===== src/rtl/cpu_debug_ctrl.sv =====
// cpu_debug_ctrl: run/halt/single-step controller with PC breakpoint for the
// 4-bit core, plus a data-memory arbiter that lets a host debug port read and
// write the 16x4 data memory while the core is halted.
`timescale 1ns/1ps
module cpu_debug_ctrl #(
    parameter int PM_AW  = 8,
    parameter int DM_AW  = 4,
    parameter int DM_DW  = 4,
    parameter int STEP_W = 8
) (
    input  logic              clk,
    input  logic              reset_n,
    input  logic              host_run,
    input  logic              host_halt,
    input  logic              host_step,
    input  logic [STEP_W-1:0] step_count,
    input  logic              bp_en,
    input  logic [PM_AW-1:0]  bp_addr,
    input  logic [PM_AW-1:0]  pm_address,
    output logic              cpu_en,
    output logic              halted,
    output logic              bp_hit,
    input  logic [DM_AW-1:0]  cpu_dm_addr,
    input  logic [DM_DW-1:0]  cpu_dm_data,
    input  logic              cpu_dm_wren,
    input  logic              host_req,
    input  logic              host_we,
    input  logic [DM_AW-1:0]  host_addr,
    input  logic [DM_DW-1:0]  host_wdata,
    output logic              host_gnt,
    output logic              host_ack,
    output logic [DM_DW-1:0]  host_rdata,
    input  logic [DM_DW-1:0]  dm_q,
    output logic [DM_AW-1:0]  dm_addr,
    output logic [DM_DW-1:0]  dm_data,
    output logic              dm_wren
);

    localparam logic [2:0] S_HALT  = 3'd0;
    localparam logic [2:0] S_RUN   = 3'd1;
    localparam logic [2:0] S_STEP  = 3'd2;
    localparam logic [2:0] S_H_ACC = 3'd3;
    localparam logic [2:0] S_H_ACK = 3'd4;

    localparam logic [STEP_W-1:0] STEP_ONE = {{(STEP_W-1){1'b0}}, 1'b1};

    logic [2:0]        state;
    logic [STEP_W-1:0] step_cnt;
    logic              bp_skip;
    logic              bp_match;
    logic              executing;

    // bp_skip masks the breakpoint for the first instruction after a resume,
    // so the instruction that caused the halt can actually execute.
    assign bp_match  = bp_en && (pm_address == bp_addr) && !bp_skip;
    assign executing = (state == S_RUN) || (state == S_STEP);
    assign cpu_en    = executing && !bp_match;
    assign halted    = (state == S_HALT) || (state == S_H_ACC) || (state == S_H_ACK);
    assign host_gnt  = (state == S_H_ACC);
    assign host_ack  = (state == S_H_ACK);

    // Memory port mux: the host owns the memory only in H_ACC; core writes are gated by cpu_en.
    always_comb begin
        dm_addr = cpu_dm_addr;
        dm_data = cpu_dm_data;
        dm_wren = cpu_dm_wren && cpu_en;
        if (state == S_H_ACC) begin
            dm_addr = host_addr;
            dm_data = host_wdata;
            dm_wren = host_we;
        end
    end

    // Control FSM: command acceptance in HALT, step counting, breakpoint halts and host accesses.
    always_ff @(posedge clk or negedge reset_n) begin
        if (!reset_n) begin
            state      <= S_HALT;
            step_cnt   <= '0;
            bp_hit     <= 1'b0;
            bp_skip    <= 1'b0;
            host_rdata <= '0;
        end else begin
            case (state)
                S_HALT: begin
                    if (host_req) begin
                        state <= S_H_ACC;
                    end else if (host_step && (step_count != '0)) begin
                        state    <= S_STEP;
                        step_cnt <= step_count;
                        bp_hit   <= 1'b0;
                    end else if (host_run) begin
                        state  <= S_RUN;
                        bp_hit <= 1'b0;
                    end
                end
                S_RUN, S_STEP: begin
                    if (bp_match) begin
                        state    <= S_HALT;
                        bp_hit   <= 1'b1;
                        bp_skip  <= 1'b1;
                        step_cnt <= '0;
                    end else begin
                        bp_skip <= 1'b0;
                        if (state == S_STEP) begin
                            step_cnt <= step_cnt - STEP_ONE;
                        end
                        if ((state == S_STEP) && (step_cnt == STEP_ONE)) begin
                            state <= S_HALT;
                        end else if (host_halt) begin
                            state <= S_HALT;
                        end
                    end
                end
                S_H_ACC: begin
                    host_rdata <= dm_q;
                    state      <= S_H_ACK;
                end
                S_H_ACK: begin
                    state <= S_HALT;
                end
                default: begin
                    state <= S_HALT;
                end
            endcase
        end
    end

endmodule

===== config.mk =====
export PLATFORM = sky130hd
export DESIGN_NAME = cpu_debug_ctrl
export DESIGN_NICKNAME = d
export VERILOG_FILES = /design/src/rtl/cpu_debug_ctrl.sv
export SDC_FILE = /design/constraint.sdc
export NUM_CORES = 1
export LEC_CHECK = 0
export CORE_MARGIN = 2
export CORE_UTILIZATION = 42
export CTS_CLUSTER_SIZE = 40
export DETAILED_ROUTE_END_ITERATION = 10
export HOLD_SLACK_MARGIN = 0.1
export PLACE_DENSITY = 0.88
export SETUP_SLACK_MARGIN = 0.4
export SYNTH_ARGS = -nofsm -noshare
export SYNTH_HDL_FRONTEND = slang
export SYNTH_SLANG_ARGS = --single-unit

===== constraint.sdc =====
create_clock -name clk -period 3.2 [get_ports clk]
set_clock_uncertainty 0.05 [all_clocks]
set_input_delay 0.64 -clock clk [delete_from_list [all_inputs] [get_ports clk]]
set_output_delay 0.64 -clock clk [all_outputs]
set_load 0.005 [all_outputs]

==> impl_metrics.ini, run 1 <==
[timing]
setup_violations = 0
drv_slew = 0
grt_setup_unrepaired = false
finalCriticalPeriod_ns = 2.72
hold_viol = 0
slew_headroom = 0.476
fmax_mhz = 367
min_period_over_period = 0.852
worst_slew_pin_slew_ns = 0.784
holdWs_ns = 0.437

[die]
core_area_sq_mm = 0.00300
die-area_sq_mm = 0.00358
die_width_um = 59.8
io_pins = 71
die_h_um = 59.8
num_rows = 20
initial_core_util = 0.435

[clock_network]
holdBufCountCts = 0
insertion_delay_ns = 0.31
path_clk_slew_ns = 0.12
htree_levels = 1
cts_root_buf = clkbuf_4
clk_path_buf_depth = 2
cts.sinks = 17
cts_buffers = 3
cts_tree = yes

[setup_path]
cp_top_family = buffers and inverters
path_buf_inv = 3
max_stage_delay_ns = 0.41
crit_type = in2out
worstPathArrival_ns = 2.03
worstPathRequired_ns = 2.51
crit_path_end_kind = primary output
crit_fanout = 2
r2r_slack_ns = 0.92
cp-start-kind = input port
crit_chain = clkdlybuf4s50_1 -> xor2_1 -> o41ai_4 -> inv_1 -> a22o_1 -> buf_2
cpMaxStageDelayCell = clkdlybuf4s50_1

[run]
drv_cap = 0

[synthesis]
syn_area_sq_mm = 0.00131
synth_top_family_by_area = simple AND/OR/NAND/NOR gates
async_flop_share = 1.00
synth_top_area_cell = dfrtp_1
synth-compound-area-share = 0.231
synth_xor_area_frac = 0.0737
synth_fa_ha_area_frac = 0.0191
yosys-top-cells-area = dfrtp_1 33%, nand2_1 13%, xnor2_1 4.7%
ys_ff_latch = 17
syn_area_per_cell_sq_um = 8.38
synthFlopType = dfrtp_1
synth_cells = 156
ys_seq_area_frac = 0.325
synth_edf_count = 0
synth_nets = 211
synthMuxAreaShare = 0
synth_cell_types = 39
yosysWarningCount = 0
synth-simple-area-share = 0.291
synth_top_area_share = 0.325

[placed_design]
place_inst = 254
routabilityCongestion = 0.875
portBuffers = 70
dp_hpwl_um = 2950

[routing]
vias = 1428
ant_nets = 0
routed_wirelength_um = 4120
drc = 0
via_per_inst = 5.39
drt-pass1-iter-count = 4
avgRoutedWirePerCell_um = 15.5
drtIter0Drc = 54

[cells_and_area]
nFillCells = 229
layout.nets = 288
layout_common_cells = 54 x clkdlybuf4s50_1, 44 x nand2_1, 14 x dfrtp_1
drive_above_1_share = 0.151
fin_util = 0.715
stdcell_count = 265
synthToLayoutAreaGrowth_pct = 64.1
final_common_cell = clkdlybuf4s50_1
antennaDiodeCount = 0

[global_routing]
grt_pass1_wl_um = 5900
grt_pass1_vias = 1268
antenna_found_initial = 0
track_usage = 0.216
gr-total-overflow = 0
grt_max_degree = 18

[power_and_ir_drop]
power_mw = 1.61
powerDensity_mw_per_mm2 = 749
p_leak_nw = 1.03
ir_worst_vdd_uv = 401

[outcome]
status = finished clean

[hold_path]
hold_path.class = reg2reg
power by group:
part / internal [mW] / leakage [nW] / switching (mW)
Sequential: 0.312 / 0.208 / 0.0925
Combinational: 0.573 / 0.801 / 0.500
Clock: 0.0466 / 0.0177 / 0.0838
layout make-up:
| class | count | area [sq um] | area share |
|---|---|---|---|
| inverter | 7 | 26.3 | 0.0122 |
| multi-input combinational | 124 | 842 | 0.392 |
| tap | 33 | 41.3 | 0.0192 |
| sequential | 17 | 429 | 0.200 |
| clock inverter | 1 | 5.00 | 0.00233 |
| timing repair buffer | 80 | 779 | 0.363 |
| clock buffer | 3 | 22.5 | 0.0105 |
through the flow:
| step | setup WS, ns | setup TNS (ns) | instance area (sq um) |
|---|---|---|---|
| after floorplan | 0.625 | 0 | 1310 |
| after global placement | -0.0532 | -0.0532 | 2020 |
| after detailed placement | -0.112 | -0.112 | 2020 |
| after CTS | 0.401 | 0 | 2080 |
| after global routing | 0.407 | 0 | 2150 |
| final | 0.475 | 0 | 2150 |
worst reg2reg max path, delay by kind of cell (launching register included):
| family | cells | cell delay, ns |
|---|---|---|
| compound gates | 2 | 0.54 |
| flops | 1 | 0.42 |
| buf+inv | 4 | 0.61 |
| simple gates | 3 | 0.61 |
worst paths after layout:
path / depth (start not counted) / startpoint / end
max in group asynchronous: 1 / reset_n / state[1]
min in group asynchronous: 1 / reset_n / step_cnt[2]
setup / recovery: 6 / bp_addr[2] / dm_wren
hold / removal: 2 / host_rdata[1] / host_rdata[1]
setup reg to reg: 9 / state[0] / step_cnt[6]
hold reg to reg: 2 / host_rdata[1] / host_rdata[1]
logic make-up (layout without fill, tap and decap cells):
family / Yosys count / after routing
compound gates: 36 / 36
xor+xnor: 11 / 11
fa+ha+maj: 2 / 2
buf+inv: 15 / 91
flops: 17 / 17
simple gates: 75 / 75
registers in the layout, indices dropped and copies added (netlist names):
| signal | count |
|---|---|
| bp_hit | 1 |
| bp_skip | 1 |
| host_rdata | 4 |
| state | 3 |
| step_cnt | 8 |
synth_stat cells (3+ instances only):
cell type and n:
nand2_1 44, dfrtp_1 17, o21ai_0 12, inv_1 7, nand3_1 7, xnor2_1 7
a21o_1 5, a2bb2oi_2 4, clkbuf_1 4, xor2_1 4, buf_6 3, nor2_1 3
metal layers:
metal | GRT usage | wire length [um] | up-vias
li1 | - | - | 693
met1 | 0.298 | 1740 | 687
met2 | 0.351 | 2140 | 46
met3 | 0.0325 | 215 | 2
met4 | 0.0571 | 23 | 0
met5 | 0 | 0 | -
what timing repair did:
item,4_1_cts,5_1_grt
resized for setup,17,12
pin swaps,7,6
setup endpoints to repair,11,5
setup buffers,4,3
Power figures use the tool's default switching activity.
==> run 2, diff against run 1 <==
--- a/config.mk
+++ b/config.mk
@@ -6,11 +6,11 @@
 export NUM_CORES = 1
 export LEC_CHECK = 0
 export CORE_MARGIN = 2
-export CORE_UTILIZATION = 42
+export CORE_UTILIZATION = 35
 export CTS_CLUSTER_SIZE = 40
 export DETAILED_ROUTE_END_ITERATION = 10
 export HOLD_SLACK_MARGIN = 0.1
-export PLACE_DENSITY = 0.88
+export PLACE_DENSITY = 0.75
 export SETUP_SLACK_MARGIN = 0.4
 export SYNTH_ARGS = -nofsm -noshare
 export SYNTH_HDL_FRONTEND = slang
==> run 2 against run 1 <==
Net effect: cell count increased by 3.8%; critical path depth increased by 1; sequential share of layout area decreased by 0.17 points; combinational power decreased by 9.9%; clock power increased by 29%; largest power group unchanged; maximum frequency decreased by 0.62%; total power decreased by 3.6%.
==> impl_metrics.ini, run 2 (same netlist as run 1, synthesis figures left out) <==
[outcome]
status = finished clean

[timing]
min_period_over_period = 0.857
grt_setup_unrepaired = true
finalCriticalPeriod_ns = 2.74
fmax_mhz = 365
worst_slew_pin_slew_ns = 0.792
hold_viol = 0
finalSetupTns_ns = 0
drv_slew = 0
slew_headroom = 0.470
setup_violations = 0
worst_slack_ns = 0.458
holdWs_ns = 0.426

[routing]
drt-pass1-iter-count = 4
drc = 0
via_per_inst = 4.95
routed_wirelength_um = 3700
avgRoutedWirePerCell_um = 13.4
vias = 1362
ant_nets = 0
drtIter0Drc = 46

[setup_path]
crit_fanout = 2
crit_type = in2out
worstPathRequired_ns = 2.51
crit_start = bp_addr[0]
crit_path_end_kind = primary output
cp-start-kind = input port
reg2reg_from = state[0]
worstPathArrival_ns = 2.05

[cells_and_area]
layout.nets = 283
synthToLayoutAreaGrowth_pct = 64.6
antennaDiodeCount = 0
finalInstanceArea_sq_mm = 0.00215
top_regs = step_cnt: 8 flops, host_rdata: 4 flops, state: 3 flops
largest_register = step_cnt
drive_above_1_share = 0.115
fin_util = 0.592
final_common_cell = clkdlybuf4s50_1
stdcell_count = 275
layout_common_cells = 56 x clkdlybuf4s50_1, 44 x nand2_1, 16 x dfrtp_1
largest_reg_flops = 8

[die]
die_width_um = 65.1
num_rows = 22
initial_core_util = 0.360
core_area_sq_mm = 0.00363
die_h_um = 65.1
io_pins = 71
die-area_sq_mm = 0.00424

[clock_network]
clk_path_buf_depth = 2
insertion_delay_ns = 0.26
htree_levels = 1
cts_tree = yes
cts_root_buf = clkbuf_8
holdBufCountCts = 0
cts.sinks = 17
cts_buffers = 3
path_clk_slew_ns = 0.08

[run]
drv_cap = 0

[placed_design]
portBuffers = 70
placed_area_sq_mm = 0.00204
dp_hpwl_um = 2840
dp_slack_ns = -0.0622
place_inst = 269
routabilityCongestion = 0.843

[hold_path]
hold_path.class = reg2reg
hold_start = bp_skip

[power_and_ir_drop]
powerDensity_mw_per_mm2 = 720
ir_worst_vdd_uv = 346
power_mw = 1.55
p_leak_nw = 1.03

[global_routing]
grt_pass1_wl_um = 5840
track_usage = 0.174
grt_max_degree = 18
antenna_found_initial = 0
gr-total-overflow = 0
grt_pass1_vias = 1287
-- run 2: cell count changes in the layout (fill, tap and decap cells not counted), moves of 2 or more --
cell / previous run / this run
buf_4: 10 / 5
clkbuf_4: 3 / 0
clkbuf_8: 0 / 3
clkdlybuf4s50_1: 54 / 56
dfrtp_1: 14 / 16
dfrtp_2: 3 / 1
dlygate4sd2_1: 7 / 1
dlymetal6s2s_1: 7 / 12
xnor2_1: 4 / 6
xnor2_2: 3 / 1
-- run 2: what timing repair did --
item / in CTS / in global routing
buffers inserted: 0 / 2
setup endpoints to repair: 11 / 12
resized for setup: 6 / 16
hold endpoints to repair: 0 / 0
pin swaps: 2 / 10
-- run 2: final cells by class --
class / instances / area (sq um)
fill: 345 / 1480
timing repair buffer: 75 / 762
inverter: 7 / 30.0
sequential: 17 / 427
clock buffer: 3 / 41.3
multi-input combinational: 124 / 827
tap: 48 / 60.1
clock inverter: 1 / 5.00
-- run 2: power by group --
group	switching, mW	total (mW)	leakage [nW]	internal [mW]
combinational	0.432	0.964	0.795	0.531
sequential	0.107	0.418	0.210	0.312
clock	0.0812	0.168	0.0255	0.0866
total	0.620	1.55	1.03	0.930
-- run 2: metal layers --
layer  vias to the layer above  part of all wire  global-route usage
met3                         2             0.029              0.0171
met4                         0            0.0068              0.0547
met5                         -                 0                   0
li1                        679                 -                   -
met2                        20              0.52               0.291
met1                       661              0.45               0.238
-- run 2: critical path: stages --
cell,delay (ns)
clkdlybuf4s50_1,0.41
xnor2_1,0.20
nand3_2,0.13
o41ai_4,0.26
inv_1,0.09
a22o_1,0.19
buf_2,0.12
-- run 2: path summary, 6_finish.rpt --
check,end,slack (ns),cells past startpoint
setup / recovery,dm_wren,0.46,7
hold / removal,bp_skip,0.43,2
setup reg to reg,step_cnt[2],1.06,6
hold reg to reg,bp_skip,0.43,2
max in group asynchronous,state[1],1.77,1
min in group asynchronous,step_cnt[5],0.79,1
==> run 3, diff against run 2 <==
--- a/config.mk
+++ b/config.mk
@@ -6,11 +6,11 @@
 export NUM_CORES = 1
 export LEC_CHECK = 0
 export CORE_MARGIN = 2
-export CORE_UTILIZATION = 35
+export CORE_UTILIZATION = 42
 export CTS_CLUSTER_SIZE = 40
 export DETAILED_ROUTE_END_ITERATION = 10
 export HOLD_SLACK_MARGIN = 0.1
-export PLACE_DENSITY = 0.75
+export PLACE_DENSITY = 0.88
 export SETUP_SLACK_MARGIN = 0.4
 export SYNTH_ARGS = -nofsm -noshare
 export SYNTH_HDL_FRONTEND = slang
==> results of run 3 <==
Final layout, timing and power as in run 1 (identical DEF).
